## config.mk

```make
export PLATFORM = sky130hd
export DESIGN_NAME = otp_pad_scheduler_flat
export DESIGN_NICKNAME = d
export VERILOG_FILES = /design/src/rtl/otp_pad_scheduler_if.sv /design/src/rtl/otp_pad_scheduler.sv /design/src/flat_wrapper.sv
export SDC_FILE = /design/constraint.sdc
export NUM_CORES = 1
export LEC_CHECK = 0
export CORE_UTILIZATION = 35
export DETAILED_ROUTE_END_ITERATION = 7
export PLACE_DENSITY = 0.66
export SYNTH_ARGS = -nofsm -noshare
export SYNTH_HDL_FRONTEND = slang
export SYNTH_SLANG_ARGS = --single-unit
```

## constraint.sdc

```tcl
create_clock -name clk -period 4.5 [get_ports clk]
set_input_delay 0.45 -clock clk [delete_from_list [all_inputs] [get_ports clk]]
set_output_delay 0.45 -clock clk [all_outputs]
set_load 0.005 [all_outputs]
```

## src/rtl/otp_pad_scheduler_if.sv

```systemverilog
// Handshake bundle between the pad/message sources, the ciphertext consumer and the
// one-time-pad scheduler.
interface otp_pad_scheduler_if #(
    parameter int unsigned MSG_SIZE = 8,
    parameter int unsigned DEPTH    = 4
);
    localparam int unsigned CNT_W = $clog2(DEPTH + 1);

    logic                pad_valid;
    logic [MSG_SIZE-1:0] pad_data;
    logic                pad_ready;
    logic                msg_valid;
    logic [MSG_SIZE-1:0] msg_data;
    logic                msg_ready;
    logic                ct_valid;
    logic [MSG_SIZE-1:0] ct_data;
    logic                ct_ready;
    logic                zeroize;
    logic                zeroize_busy;
    logic [CNT_W-1:0]    pad_count;
    logic [15:0]         msg_count;

    // Sources and consumer side.
    modport master (
        output pad_valid, pad_data, msg_valid, msg_data, ct_ready, zeroize,
        input  pad_ready, msg_ready, ct_valid, ct_data, zeroize_busy, pad_count, msg_count
    );

    // Scheduler side.
    modport slave (
        input  pad_valid, pad_data, msg_valid, msg_data, ct_ready, zeroize,
        output pad_ready, msg_ready, ct_valid, ct_data, zeroize_busy, pad_count, msg_count
    );
endinterface

```

## src/rtl/otp_pad_scheduler.sv

```systemverilog
// One-time-pad scheduler: pad FIFO, single-use pad pairing with each message,
// registered ciphertext output and a one-entry-per-cycle zeroize wipe.
module otp_pad_scheduler #(
    parameter int unsigned MSG_SIZE = 8,
    parameter int unsigned DEPTH    = 4
) (
    input logic                 clk,
    input logic                 rst_n,
    otp_pad_scheduler_if.slave  bus
);
    localparam int unsigned PTR_W = $clog2(DEPTH);
    localparam int unsigned CNT_W = $clog2(DEPTH + 1);

    typedef enum logic {ST_RUN, ST_ZERO} state_e;

    state_e              state_q;
    logic [MSG_SIZE-1:0] mem_q [DEPTH];
    logic [PTR_W-1:0]    rd_ptr_q;
    logic [PTR_W-1:0]    wr_ptr_q;
    logic [PTR_W-1:0]    wipe_q;
    logic [CNT_W-1:0]    cnt_q;
    logic                ct_valid_q;
    logic [MSG_SIZE-1:0] ct_data_q;
    logic [15:0]         msg_cnt_q;

    logic pad_ready_c;
    logic msg_ready_c;
    logic push_c;
    logic pop_c;

    // Readies are held low through reset and whenever a wipe is requested or running.
    assign pad_ready_c = rst_n && (state_q == ST_RUN) && !bus.zeroize
                         && (cnt_q < CNT_W'(DEPTH));
    assign msg_ready_c = rst_n && (state_q == ST_RUN) && !bus.zeroize
                         && (cnt_q != CNT_W'(0)) && (!ct_valid_q || bus.ct_ready);
    assign push_c      = bus.pad_valid && pad_ready_c;
    assign pop_c       = bus.msg_valid && msg_ready_c;

    assign bus.pad_ready    = pad_ready_c;
    assign bus.msg_ready    = msg_ready_c;
    assign bus.ct_valid     = ct_valid_q;
    assign bus.ct_data      = ct_data_q;
    assign bus.zeroize_busy = (state_q == ST_ZERO);
    assign bus.pad_count    = cnt_q;
    assign bus.msg_count    = msg_cnt_q;

    always_ff @(posedge clk or negedge rst_n) begin
        if (!rst_n) begin
            state_q    <= ST_RUN;
            rd_ptr_q   <= '0;
            wr_ptr_q   <= '0;
            wipe_q     <= '0;
            cnt_q      <= '0;
            ct_valid_q <= 1'b0;
            ct_data_q  <= '0;
            msg_cnt_q  <= '0;
            for (int i = 0; i < int'(DEPTH); i++) begin
                mem_q[i] <= '0;
            end
        end else begin
            case (state_q)
                ST_RUN: begin
                    if (bus.zeroize) begin
                        // Pending ciphertext is discarded; storage is wiped in ZERO.
                        state_q    <= ST_ZERO;
                        ct_valid_q <= 1'b0;
                        ct_data_q  <= '0;
                        cnt_q      <= '0;
                        rd_ptr_q   <= '0;
                        wr_ptr_q   <= '0;
                        wipe_q     <= '0;
                    end else begin
                        if (push_c) begin
                            mem_q[wr_ptr_q] <= bus.pad_data;
                            wr_ptr_q        <= wr_ptr_q + PTR_W'(1);
                        end
                        // A consumed pad is erased so it can never be read again.
                        if (pop_c) begin
                            ct_data_q       <= bus.msg_data ^ mem_q[rd_ptr_q];
                            mem_q[rd_ptr_q] <= '0;
                            rd_ptr_q        <= rd_ptr_q + PTR_W'(1);
                            msg_cnt_q       <= msg_cnt_q + 16'd1;
                        end
                        if (pop_c) begin
                            ct_valid_q <= 1'b1;
                        end else if (bus.ct_ready) begin
                            ct_valid_q <= 1'b0;
                        end
                        if (push_c && !pop_c) begin
                            cnt_q <= cnt_q + CNT_W'(1);
                        end else if (pop_c && !push_c) begin
                            cnt_q <= cnt_q - CNT_W'(1);
                        end
                    end
                end
                ST_ZERO: begin
                    mem_q[wipe_q] <= '0;
                    wipe_q        <= wipe_q + PTR_W'(1);
                    if (wipe_q == PTR_W'(DEPTH - 1)) begin
                        state_q <= ST_RUN;
                    end
                end
                default: state_q <= ST_RUN;
            endcase
        end
    end
endmodule

```

## src/flat_wrapper.sv

```systemverilog
// flat-port wrapper written by rule: the top's interface ports become plain ports
module otp_pad_scheduler_flat 
#(
    parameter int unsigned MSG_SIZE = 8,
    parameter int unsigned DEPTH    = 4
)
  (clk, rst_n, bus_pad_valid, bus_pad_data, bus_msg_valid, bus_msg_data, bus_ct_ready, bus_zeroize, bus_pad_ready, bus_msg_ready, bus_ct_valid, bus_ct_data, bus_zeroize_busy, bus_pad_count, bus_msg_count);
  otp_pad_scheduler_if #(.MSG_SIZE(MSG_SIZE), .DEPTH(DEPTH)) bus_i ();
  input logic clk;
  input logic rst_n;
  input wire logic [$bits(bus_i.pad_valid)-1:0] bus_pad_valid;
  input wire logic [$bits(bus_i.pad_data)-1:0] bus_pad_data;
  input wire logic [$bits(bus_i.msg_valid)-1:0] bus_msg_valid;
  input wire logic [$bits(bus_i.msg_data)-1:0] bus_msg_data;
  input wire logic [$bits(bus_i.ct_ready)-1:0] bus_ct_ready;
  input wire logic [$bits(bus_i.zeroize)-1:0] bus_zeroize;
  output wire logic [$bits(bus_i.pad_ready)-1:0] bus_pad_ready;
  output wire logic [$bits(bus_i.msg_ready)-1:0] bus_msg_ready;
  output wire logic [$bits(bus_i.ct_valid)-1:0] bus_ct_valid;
  output wire logic [$bits(bus_i.ct_data)-1:0] bus_ct_data;
  output wire logic [$bits(bus_i.zeroize_busy)-1:0] bus_zeroize_busy;
  output wire logic [$bits(bus_i.pad_count)-1:0] bus_pad_count;
  output wire logic [$bits(bus_i.msg_count)-1:0] bus_msg_count;
  assign bus_i.pad_valid = bus_pad_valid;
  assign bus_i.pad_data = bus_pad_data;
  assign bus_i.msg_valid = bus_msg_valid;
  assign bus_i.msg_data = bus_msg_data;
  assign bus_i.ct_ready = bus_ct_ready;
  assign bus_i.zeroize = bus_zeroize;
  assign bus_pad_ready = bus_i.pad_ready;
  assign bus_msg_ready = bus_i.msg_ready;
  assign bus_ct_valid = bus_i.ct_valid;
  assign bus_ct_data = bus_i.ct_data;
  assign bus_zeroize_busy = bus_i.zeroize_busy;
  assign bus_pad_count = bus_i.pad_count;
  assign bus_msg_count = bus_i.msg_count;
  otp_pad_scheduler #(.MSG_SIZE(MSG_SIZE), .DEPTH(DEPTH)) u_core (.clk(clk), .rst_n(rst_n), .bus(bus_i));
endmodule
```

==> run metrics <==
Yosys reg bits=67; post-route cell area=4095 sq um; gpl congestion=0.7693; crit-path max FO=20; vias=2258; met2 Resource Use GR=24.52%; CTS tree=yes; CORE AREA=9196 sq um; PortBufs=52; met1 Resource Use GR=21.73%; Post-Route Utilization=44.53%; DRT antenna net count=0; endpoints failing setup=0; CTS resizes=0; Post-Syn Instances=264; clk buf depth=2; clock tree root buffer cell=clkbuf_8; number of distinct library cells after synthesis=35; Yosys warnings=0; Worst setup EP type=register; M3 GR Usage=3.443%; first-pass GRT wire length=12050 microns; Final period util=61.08%; P&R area growth vs syn=23.32%; Die Ht=99.41 microns; Hold Path Class=reg -> reg; DR WL/cell=16.21 microns; Worst Path Arrival=2960 ps; diode count=0; setup slack after layout=1751 ps; grt peak-use layer=met2; Boundary Pins=53; Synth area leaders=dfrtp_1 (50%), a22o_1 (9.8%), mux4_2 (5.4%); maxcap violations=0; mapped cell area=3321 sq um; Worst R2R Setup Slack=1950 ps; hpwl dp=4834 microns; DIE AREA=9881 sq um; Starting Density=36.11%; clk_lat worst skew=340 ps; GRT overflow=0; Mapped Nets=300; sequential-to-total area share from yosys stat=50.49%; first-pass iteration count of the detailed router=4; Critical R2R Capture=u_core.bus.pad_count[2]; outcome=finished clean; clk slew on worst S/H paths=70 ps; Total GRT Usage=15.70%; clk sinks=67; hold path cells=2; class of the most critical setup path=in -> reg; FMAX=363.8 MHz; DRC viols=0; Power Dens Cells=436.6 nW/um^2; Hold Startpoint=u_core.bus.ct_data[0]; initial antenna violation count=0; Worst R2R Path Depth=7; Final Hold Viols=0; DRT iter0 DRCs=111; Leak Pwr=0.001788 uW; area leader, netlist=dfrtp_1; Slew HR=49.84%; Hold EP=u_core.bus.ct_data[0]; Setup WS pre-CTS=1554 ps; Die Width=99.41 microns; Post-layout nets=357; H-Tree Depth=3; vias in the first global route=2308; setup_tns=0 ps; Setup Skew=10.17 ps; Avg Cell Area, Syn=12.58 sq um; post-synth top area share=50.49%; Placed Instance Area=3900 sq um; fin. max-slew vios=0; Critical Path RT=4710 ps; RR Startpoint=u_core.bus.zeroize_busy; Max VDD drop=152.0 uV; layout cells sized above 1=12.58%; WL final=7082 microns; vias per cell=5.167; Worst-Margin Slew=752.4 ps; number of CTS-inserted buffers=9; fin crit period=2749 ps; Core Rows=35; RSZ-0062 raised after global routing=false; CP Launch Type=primary input; Post-CTS Setup Bufs=0; Worst Hold Slack=481.3 ps; largest net degree at the start of global routing=60
==> report_power, final <==
part | internal [uW] | leakage, uW | switching [uW] | total (uW)
clock network | 255 | 0.0000971 | 226 | 481
registers | 686 | 0.000915 | 111 | 796
logic | 262 | 0.000776 | 249 | 511
total | 1200 | 0.00179 | 586 | 1790
==> how the worst max path moves through the flow <==
stage	start	endpoint	slack (ps)	depth (start not counted)
3_5_place_dp	bus_zeroize	u_core.bus.pad_count[2]	1550	8
5_1_grt	rst_n	u_core.bus.pad_count[2]	1620	8
4_1_cts	rst_n	u_core.bus.pad_count[2]	1730	8
6_report	rst_n	u_core.bus.pad_count[2]	1750	8
2_1_floorplan	bus_zeroize	u_core.bus.pad_count[2]	2260	9
3_3_place_gp	bus_zeroize	u_core.bus.pad_count[2]	1600	8
==> cells by family (layout without fill, tap and decap cells) <==
group | Yosys count | count (layout) | share of synthesized area [%]
AOI/OAI and AO/OA | 63 | 63 | 16.77
xor gates and xnor gates | 24 | 24 | 6.556
adders and majority gates | 14 | 14 | 5.501
buffers and inverters | 18 | 80 | 3.617
DFF | 67 | 67 | 50.49
muxes | 10 | 10 | 6.029
and+or+nand+nor | 68 | 68 | 11.04
==> area by class of cell <==
cell class                 instances  area [sq um]
fill                             853          5101
sequential                        67          1677
multi-input combinational        179          1524
timing repair buffer              54         533.0
tap                              111         138.9
clock buffer                      11         131.4
clock inverter                     5         53.80
inverter                          10         37.54
==> critical path, stage by stage <==
cell	delay, ps
dlygate4sd3_1	520
buf_2	280
o311a_2	280
and2_4	390
nor2_1	110
fa_1	420
nor4b_1	160
a311o_1	340
==> cells in the final DEF (no fill, tap or decap), types with 7 or more instances in the layout <==
master           netlist  layout
a21oi_4                7       7
clkbuf_8               0       9
mux4_2                 8       8
clkdlybuf4s50_1        0      51
inv_1                 10      10
a22o_1                37      37
o21ai_0               11      11
nand2_1               30      30
ha_1                  13      13
dfrtp_1               67      67
xnor2_1               16      16
xor2_1                 7       7
==> synthesized netlist by cell type (all sizes together) <==
master	instances
a22o	37
o21ai	11
mux2i	2
nor3	5
fa	1
a21oi	11
o311a	1
a21o	1
nor4	3
nand4	6
nand3	5
nor4b	3
xor2	7
a311o	1
ha	13
dfrtp	67
buf	8
xnor2	17
nand2	30
mux4	8
and4	1
o31ai	1
inv	10
and3b	1
nand2b	2
and2	5
nor2	7
==> what timing repair did <==
item	CTS	global route
hold endpoints to repair	8	0
endpoints found under the setup margin	0	0
hold buffers	1	0
==> layer usage <==
layer / up-vias / part of all wire [%]
met5: - / 0
met4: 0 / 1.2
met3: 7 / 3.2
met2: 36 / 47
met1: 1138 / 48
li1: 1077 / -
==> flip-flops by register name, indices dropped and copies added (netlist names) <==
name / cells
u_core.bus.pad_count: 3
u_core.rd_ptr_q: 2
u_core.bus.ct_data: 8
u_core.mem_q: 32
u_core.bus.msg_count: 16
u_core.wr_ptr_q: 2
u_core.bus.ct_valid: 1
u_core.wipe_q: 2
u_core.bus.zeroize_busy: 1
==> stage by stage <==
stage,total power (uW),instances
floorplan,1106,264
global placement,1313,420
detailed placement,1325,420
CTS,1808,437
global route,1902,437
finish,1788,437
Note: power is estimated with default switching activity, not from simulation.
